<file path="src/rtl/vga_pkg.sv">
// rtl/vga_pkg.sv - shared types, constants and width helper for the VGA frame scanner
// Contents:
//   drawState_t   : draw FSM encoding (IDLE, SCAN, DRAIN)
//   screenState_t : screen-select FSM encoding (SHOW, HOLD)
//   CURSOR_*      : CURSOR_MODE values
//   widthOf()     : counter width for a count of n, never below 1 bit
package vga_pkg;

  typedef enum logic [1:0] {
    DRAW_IDLE  = 2'd0,
    DRAW_SCAN  = 2'd1,
    DRAW_DRAIN = 2'd2
  } drawState_t;

  typedef enum logic {
    SCR_SHOW = 1'b0,
    SCR_HOLD = 1'b1
  } screenState_t;

  localparam int CURSOR_CROSSHAIR = 0;
  localparam int CURSOR_SQUARE    = 1;

  function automatic int widthOf(input int n);
    return (n > 2) ? $clog2(n) : 1;
  endfunction

endpackage

</file>
<file path="src/rtl/vga_delay_line.sv">
// rtl/vga_delay_line.sv - fixed-depth register pipeline with synchronous flush
// Ports:
//   clk    in  1      clock
//   iReset in  1      synchronous active-high reset, clears every stage
//   dIn    in  WIDTH  value entering the pipeline
//   dOut   out WIDTH  dIn delayed by DEPTH cycles
module vga_delay_line #(
  parameter int WIDTH = 8,
  parameter int DEPTH = 1
) (
  input  logic             clk,
  input  logic             iReset,
  input  logic [WIDTH-1:0] dIn,
  output logic [WIDTH-1:0] dOut
);

  logic [WIDTH-1:0] stages [DEPTH];

  always_ff @(posedge clk) begin
    if (iReset) begin
      for (int i = 0; i < DEPTH; i++) stages[i] <= '0;
    end else begin
      stages[0] <= dIn;
      for (int i = 1; i < DEPTH; i++) stages[i] <= stages[i-1];
    end
  end

  assign dOut = stages[DEPTH-1];

endmodule

</file>
<file path="src/rtl/vga_frame_scanner.sv">
// rtl/vga_frame_scanner.sv - scans one full frame of ROM pixels per V_SYNC fall, with cursor overlay
// Ports:
//   clk, iReset        clock, synchronous active-high reset
//   V_SYNC             display vertical sync; a falling edge starts a frame when idle
//   keyPress           advances the selected screen once per press
//   iMouseX, iMouseY   cursor position, sampled at frame start
//   iPixData           ROM data, one COLOR_W lane per screen
//   oAddress, oScreen  ROM address shared by all lanes, screen being drawn
//   x, y, color        pixel coordinate and colour, valid while writeEn=1
//   writeEn            pixel strobe
//   oFrameDone         one-cycle pulse with the last pixel of a frame
module vga_frame_scanner
  import vga_pkg::*;
#(
  parameter  int H_RES        = 320,
  parameter  int V_RES        = 240,
  parameter  int COLOR_W      = 3,
  parameter  int NUM_SCREENS  = 4,
  parameter  int ROM_LAT      = 1,
  parameter  int CURSOR_MODE  = 0,
  parameter  int CURSOR_SIZE  = 2,
  parameter  int CURSOR_COLOR = 0,
  localparam int X_W          = widthOf(H_RES),
  localparam int Y_W          = widthOf(V_RES),
  localparam int A_W          = widthOf(H_RES * V_RES),
  localparam int S_W          = widthOf(NUM_SCREENS)
) (
  input  logic                           clk,
  input  logic                           iReset,
  input  logic                           V_SYNC,
  input  logic                           keyPress,
  input  logic [X_W-1:0]                 iMouseX,
  input  logic [Y_W-1:0]                 iMouseY,
  input  logic [NUM_SCREENS*COLOR_W-1:0] iPixData,
  output logic [A_W-1:0]                 oAddress,
  output logic [S_W-1:0]                 oScreen,
  output logic [X_W-1:0]                 x,
  output logic [Y_W-1:0]                 y,
  output logic [COLOR_W-1:0]             color,
  output logic                           writeEn,
  output logic                           oFrameDone
);

  localparam logic [A_W-1:0] LAST_ADDR = A_W'(H_RES * V_RES - 1);
  localparam logic [X_W-1:0] LAST_X    = X_W'(H_RES - 1);
  localparam logic [Y_W-1:0] LAST_Y    = Y_W'(V_RES - 1);
  localparam logic [S_W-1:0] LAST_SCR  = S_W'(NUM_SCREENS - 1);
  localparam logic [2:0]     LAST_DRN  = 3'(ROM_LAT - 1);
  localparam logic [31:0]    CSIZE     = 32'(CURSOR_SIZE);
  localparam int             PL_W      = 2 + X_W + Y_W;

  // Screen select: one advance per press, held key parks in HOLD.
  screenState_t scrState, scrNext;
  logic [S_W-1:0] selScreen, selNext;

  always_ff @(posedge clk) begin
    if (iReset) begin
      scrState  <= SCR_SHOW;
      selScreen <= '0;
    end else begin
      scrState  <= scrNext;
      selScreen <= selNext;
    end
  end

  always_comb begin
    scrNext = scrState;
    selNext = selScreen;
    case (scrState)
      SCR_SHOW: if (keyPress) begin
        scrNext = SCR_HOLD;
        selNext = (selScreen == LAST_SCR) ? '0 : selScreen + S_W'(1);
      end
      SCR_HOLD: if (!keyPress) scrNext = SCR_SHOW;
      default:  scrNext = SCR_SHOW;
    endcase
  end

  // Draw FSM
  drawState_t drawState, drawNext;
  logic           vSyncPrev;
  logic           fallEdge;
  logic           lastPix;
  logic           drainLast;
  logic           scanValid;
  logic [2:0]     drainCnt;
  logic [X_W-1:0] xCnt, mouseX;
  logic [Y_W-1:0] yCnt, mouseY;

  assign fallEdge  = vSyncPrev & ~V_SYNC;
  assign lastPix   = (oAddress == LAST_ADDR);
  assign drainLast = (drainCnt == LAST_DRN);

  always_ff @(posedge clk) begin
    if (iReset) drawState <= DRAW_IDLE;
    else        drawState <= drawNext;
  end

  always_comb begin
    drawNext   = drawState;
    scanValid  = 1'b0;
    oFrameDone = 1'b0;
    case (drawState)
      DRAW_IDLE:  if (fallEdge) drawNext = DRAW_SCAN;
      DRAW_SCAN: begin
        scanValid = 1'b1;
        if (lastPix) drawNext = DRAW_DRAIN;
      end
      DRAW_DRAIN: if (drainLast) begin
        drawNext   = DRAW_IDLE;
        oFrameDone = !iReset;
      end
      default:    drawNext = DRAW_IDLE;
    endcase
  end

  always_ff @(posedge clk) begin
    if (iReset) begin
      vSyncPrev <= 1'b0;
      oAddress  <= '0;
      oScreen   <= '0;
      xCnt      <= '0;
      yCnt      <= '0;
      mouseX    <= '0;
      mouseY    <= '0;
      drainCnt  <= '0;
    end else begin
      vSyncPrev <= V_SYNC;
      case (drawState)
        DRAW_IDLE: if (fallEdge) begin
          // Everything the frame depends on is frozen here.
          oAddress <= '0;
          xCnt     <= '0;
          yCnt     <= '0;
          mouseX   <= (iMouseX > LAST_X) ? LAST_X : iMouseX;
          mouseY   <= (iMouseY > LAST_Y) ? LAST_Y : iMouseY;
          oScreen  <= selScreen;
        end
        DRAW_SCAN: begin
          drainCnt <= '0;
          if (!lastPix) begin
            oAddress <= oAddress + A_W'(1);
            if (xCnt == LAST_X) begin
              xCnt <= '0;
              yCnt <= yCnt + Y_W'(1);
            end else begin
              xCnt <= xCnt + X_W'(1);
            end
          end
        end
        DRAW_DRAIN: drainCnt <= drainCnt + 3'd1;
        default: ;
      endcase
    end
  end

  // Cursor hit test on the pixel being issued; distances are unsigned so edges never wrap.
  logic [X_W-1:0] dx;
  logic [Y_W-1:0] dy;
  logic           isCursor;

  always_comb begin
    dx = (xCnt >= mouseX) ? xCnt - mouseX : mouseX - xCnt;
    dy = (yCnt >= mouseY) ? yCnt - mouseY : mouseY - yCnt;
    if (CURSOR_MODE == CURSOR_SQUARE)
      isCursor = (32'(dx) <= CSIZE) && (32'(dy) <= CSIZE);
    else
      isCursor = (xCnt == mouseX) || (yCnt == mouseY);
  end

  // Align the issued pixel with the ROM data that arrives ROM_LAT cycles later.
  logic dCursor;

  vga_delay_line #(
    .WIDTH (PL_W),
    .DEPTH (ROM_LAT)
  ) uDelay (
    .clk    (clk),
    .iReset (iReset),
    .dIn    ({scanValid, isCursor, xCnt, yCnt}),
    .dOut   ({writeEn, dCursor, x, y})
  );

  logic [COLOR_W-1:0] laneData;

  always_comb begin
    laneData = '0;
    for (int i = 0; i < NUM_SCREENS; i++)
      if (oScreen == S_W'(i)) laneData = iPixData[i*COLOR_W +: COLOR_W];
  end

  always_comb begin
    color = '0;
    if (writeEn) color = dCursor ? COLOR_W'(CURSOR_COLOR) : laneData;
  end

endmodule

</file>
<file path="config.mk">
export PLATFORM = sky130hd
export DESIGN_NAME = vga_frame_scanner
export DESIGN_NICKNAME = d
export VERILOG_FILES = /design/src/rtl/vga_pkg.sv /design/src/rtl/vga_delay_line.sv /design/src/rtl/vga_frame_scanner.sv
export SDC_FILE = /design/constraint.sdc
export NUM_CORES = 1
export LEC_CHECK = 0
export BUFFER_PORTS_ARGS = -buffer_cell sky130_fd_sc_hd__clkbuf_2
export CAP_MARGIN = 20
export CORE_ASPECT_RATIO = 1.1
export CORE_MARGIN = 2
export CORE_UTILIZATION = 50
export CTS_CLUSTER_SIZE = 10
export DETAILED_ROUTE_END_ITERATION = 6
export MAX_ROUTING_LAYER = met4
export PLACE_DENSITY = 0.73
export SYNTH_ARGS = -nofsm -noshare
export SYNTH_HDL_FRONTEND = slang
export SYNTH_SLANG_ARGS = --single-unit
</file>
<file path="constraint.sdc">
create_clock -name clk -period 2.45 [get_ports clk]
set_clock_uncertainty 0.05 [all_clocks]
set_input_delay 0 -clock clk [delete_from_list [all_inputs] [get_ports clk]]
set_output_delay 0 -clock clk [all_outputs]
set_load 0.005 [all_outputs]
</file>
==> summary.md <==
| Metric | Value |
|---|---|
| Leading area contributor after synthesis | `dfxtp_1` |
| Hpwl dp | `6690 µm` |
| Hold Crit Class | `in2reg` |
| Post-Syn Instances | `441` |
| Util after Layout | `0.643` |
| Hold EP | `scrState` |
| CTS sink count | `81` |
| Cell family with most CP delay | `simple AND/OR/NAND/NOR gates` |
| Syn Area/Cell | `8.73 µm²` |
| Tmin final | `2.16 ns` |
| Post-CTS sizing | `0` |
| IO Count | `74` |
| Fin cells | `652` |
| Critical path type | `reg2reg` |
| Number of CTS-inserted buffers | `9` |
| Core area | `7470 µm²` |
| Worst-path clk slew | `0.09 ns` |
| Placement Setup Slack | `0.323 ns` |
| Largest net degree at the start of global routing | `45` |
| Most numerous cell in the Yosys netlist | `dfxtp_1` |
| RSZ-0062 raised after global routing | `false` |
| Post-CTS Hold Buffers | `20` |
| Number of global-route vias before repair | `3,464` |
| WP buf/inv | `3` |
| Power Dens Cells | `621 nW/µm²` |
| Final setup vio count | `0` |
| Area share of the largest cell type after synthesis | `0.421` |
| Top cells by count, synth | `dfxtp_1 (81), nand2_1 (42), nor2_1 (39)` |
| Most used cell, CP | `buf_4` |
| Die Span X | `87.7 µm` |
| Fin nets | `584` |
| Arr. time, crit path | `2.41 ns` |
| Synth unique cells | `57` |
| Wire per inst | `14.8 µm` |
| Share of cells above drive strength 1 | `0.234` |
| Type of origin of the critical path | `flip-flop` |
| Layout area overhead | `24.9%` |
| Crit path capture type | `flip-flop` |
| Area after DPL | `4390 µm²` |
| Worst path slowest cell | `or3_1` |
| Htree depth | `3` |
| Root buffer cell | `clkbuf_8` |
| Initial core utilization | `0.515` |
| Hold path depth | `3` |
| Post-Syn Nets | `483` |
| Number of synthesized flops with an enable pin | `0` |
| First-pass GRT wire length | `15,600 µm` |
| Worst path required time | `2.70 ns` |
| Die area | `8420 µm²` |
| Worst-Margin Slew | `0.597 ns` |
| R2r endpoint | `xCnt[7]` |
| Finished layout cell area | `4810 µm²` |
| Final Max Slew Viols | `0` |
| Worst Reg2Reg Path Length in Cells | `9` |
| Critical R2R Launch | `drawState[0]` |
| DRT iter0 DRCs | `143` |
| CTS tree | `yes` |
| Fmax | `0.462 GHz` |
| Grt total ovfl | `0` |
| Routed vias/inst | `5.50` |
| Yosys warnings | `0` |
| Row count | `33` |
| Fraction of registers with async set/reset | `0` |
| RePlAce Congestion | `0.900` |
| Mapped Area | `3850 µm²` |
| Slew Limit Headroom | `0.598` |
| Fin crit share | `0.883` |
| Yosys reg bits | `81` |
| Via count | `3,583` |
| Storage cell area | `1620 µm²` |
| Port buffer count | `73` |
| Routed wire length | `9650 µm` |
| TNS Setup | `0 ns` |
| Endpoints failing hold | `0` |
| Antenna Violating Nets Remaining | `0` |
| Area of the multi-input gates | `2090 µm²` |
| Initial antenna violation count | `0` |
| Crit-path cells | `inv_1 > ha_1 > nand3b_1 > buf_4 > nand2_1 > o21ai_4 > buf_4 > or3_1 > a21oi_2` |
| Ant diodes | `0` |
| Clock latency on the worst-skew pair | `0.36 ns` |
| Lkg Pwr | `1.95 nW` |
| Hold wc startpoint | `keyPress` |
| Sequential area share after synthesis | `0.421` |
| Critical Path Max Stage Delay | `0.36 ns` |
| Max_cap viols | `0` |
| Placed Cells | `616` |
| DRC viols | `0` |
| Peak supply drop | `0.000286 V` |
| Post-CTS Setup Bufs | `0` |
| Synth top area cells | `dfxtp_1 (42%), nand2_1 (4.1%), a21oi_1 (4.0%)` |
| Synth Flop Type | `dfxtp_1` |
| Die Span Y | `96.0 µm` |
| Final setup margin | `0.287 ns` |
| Status | `finished clean` |
| Tot GR Track Use | `0.243` |
| Setup slack, reg-to-reg | `0.29 ns` |
| DR pass1 iterations | `5` |
| Bufs on Longest Clock Path | `2` |
| Critical path peak fanout | `9` |
| Fillers | `662` |
-- routing by layer --
metal	routed length, µm	up-vias	global-route usage	share of wire
met2	4690	121	0.405	0.49
met4	159	0	0.0936	0.016
met5	0	-	-	0
met1	4290	1676	0.288	0.44
met3	505	14	0.0506	0.052
li1	-	1772	-	-
-- cell families (layout without fill, tap and decap cells) --
logic type / after synthesis / in the layout / share of synthesized area
AO/OA/AOI/OAI: 95 / 95 / 0.166
multiplexers: 7 / 7 / 0.0279
AND/OR/NAND/NOR: 197 / 197 / 0.270
XOR/XNOR: 21 / 21 / 0.0497
buffers and inverters: 31 / 137 / 0.0361
flip-flops: 81 / 81 / 0.421
adder cells (fa/ha/maj): 9 / 9 / 0.0292
-- sequential cells by signal (all words and copies together) (netlist names) --
register and flops:
oAddress 17, mouseY 8, yCnt 8, xCnt 9, scrState 1, oScreen 2
drainCnt 3, selScreen 2, mouseX 9, vSyncPrev 1, drawState 2, uDelay.stages 19
-- power breakdown --
part	switching [mW]	leakage (nW)	internal [mW]
combinational	0.311	1.18	0.216
sequential	0.0286	0.655	1.36
clock	0.493	0.111	0.579
total	0.833	1.95	2.15
-- cell usage in the layout, fill, tap and decap left out, types with 9 or more instances in the layout --
master / Yosys / routed
nand2_1: 42 / 42
buf_4: 0 / 16
dlygate4sd3_1: 0 / 20
nor3_1: 16 / 16
o21ai_0: 9 / 9
nor2b_1: 24 / 24
inv_1: 10 / 10
a31oi_1: 11 / 11
nand4_1: 10 / 10
clkbuf_8: 0 / 9
nand3_1: 15 / 15
clkbuf_2: 0 / 73
nor2_1: 39 / 39
xor2_1: 17 / 17
nand2b_1: 13 / 13
a21oi_1: 31 / 31
ha_1: 9 / 9
dfxtp_1: 81 / 81
-- metrics by stage --
| step | hold slack, ns | total power [mW] |
|---|---|---|
| final | 0.354 | 2.99 |
| after global routing | 0.383 | 3.12 |
| after CTS | 0.353 | 3.00 |
| after detailed placement | 0.185 | 1.91 |
| after global placement | 0.181 | 1.90 |
| after floorplan | 0.0782 | 1.75 |
-- worst register-to-register path, cell delays in order (launching register included) --
cell and delay (ns):
dfxtp_1 0.33, inv_1 0.08, ha_1 0.25, nand3b_1 0.21, buf_4 0.22, nand2_1 0.12, o21ai_4 0.13, buf_4 0.20
or3_1 0.36, a21oi_2 0.14
-- worst max-delay path by stage --
| stage | cells past startpoint | slack [ns] | start | end |
|---|---|---|---|---|
| floorplan | 7 | 0.41 | xCnt[0] | yCnt[0] |
| global placement | 6 | 0.34 | xCnt[1] | yCnt[7] |
| detailed placement | 9 | 0.32 | drawState[0] | xCnt[7] |
| CTS | 9 | 0.29 | drawState[0] | xCnt[7] |
| global route | 6 | 0.09 | xCnt[1] | yCnt[2] |
| finish | 9 | 0.29 | drawState[0] | xCnt[7] |
-- layout make-up --
cell class / instances / share of cell area
timing repair buffer: 110 / 0.147
tap: 105 / 0.0273
multi-input combinational: 329 / 0.435
inverter: 11 / 0.00859
clock buffer: 10 / 0.0265
sequential: 81 / 0.337
clock inverter: 6 / 0.0190
Note: power is estimated with default switching activity, not from simulation.
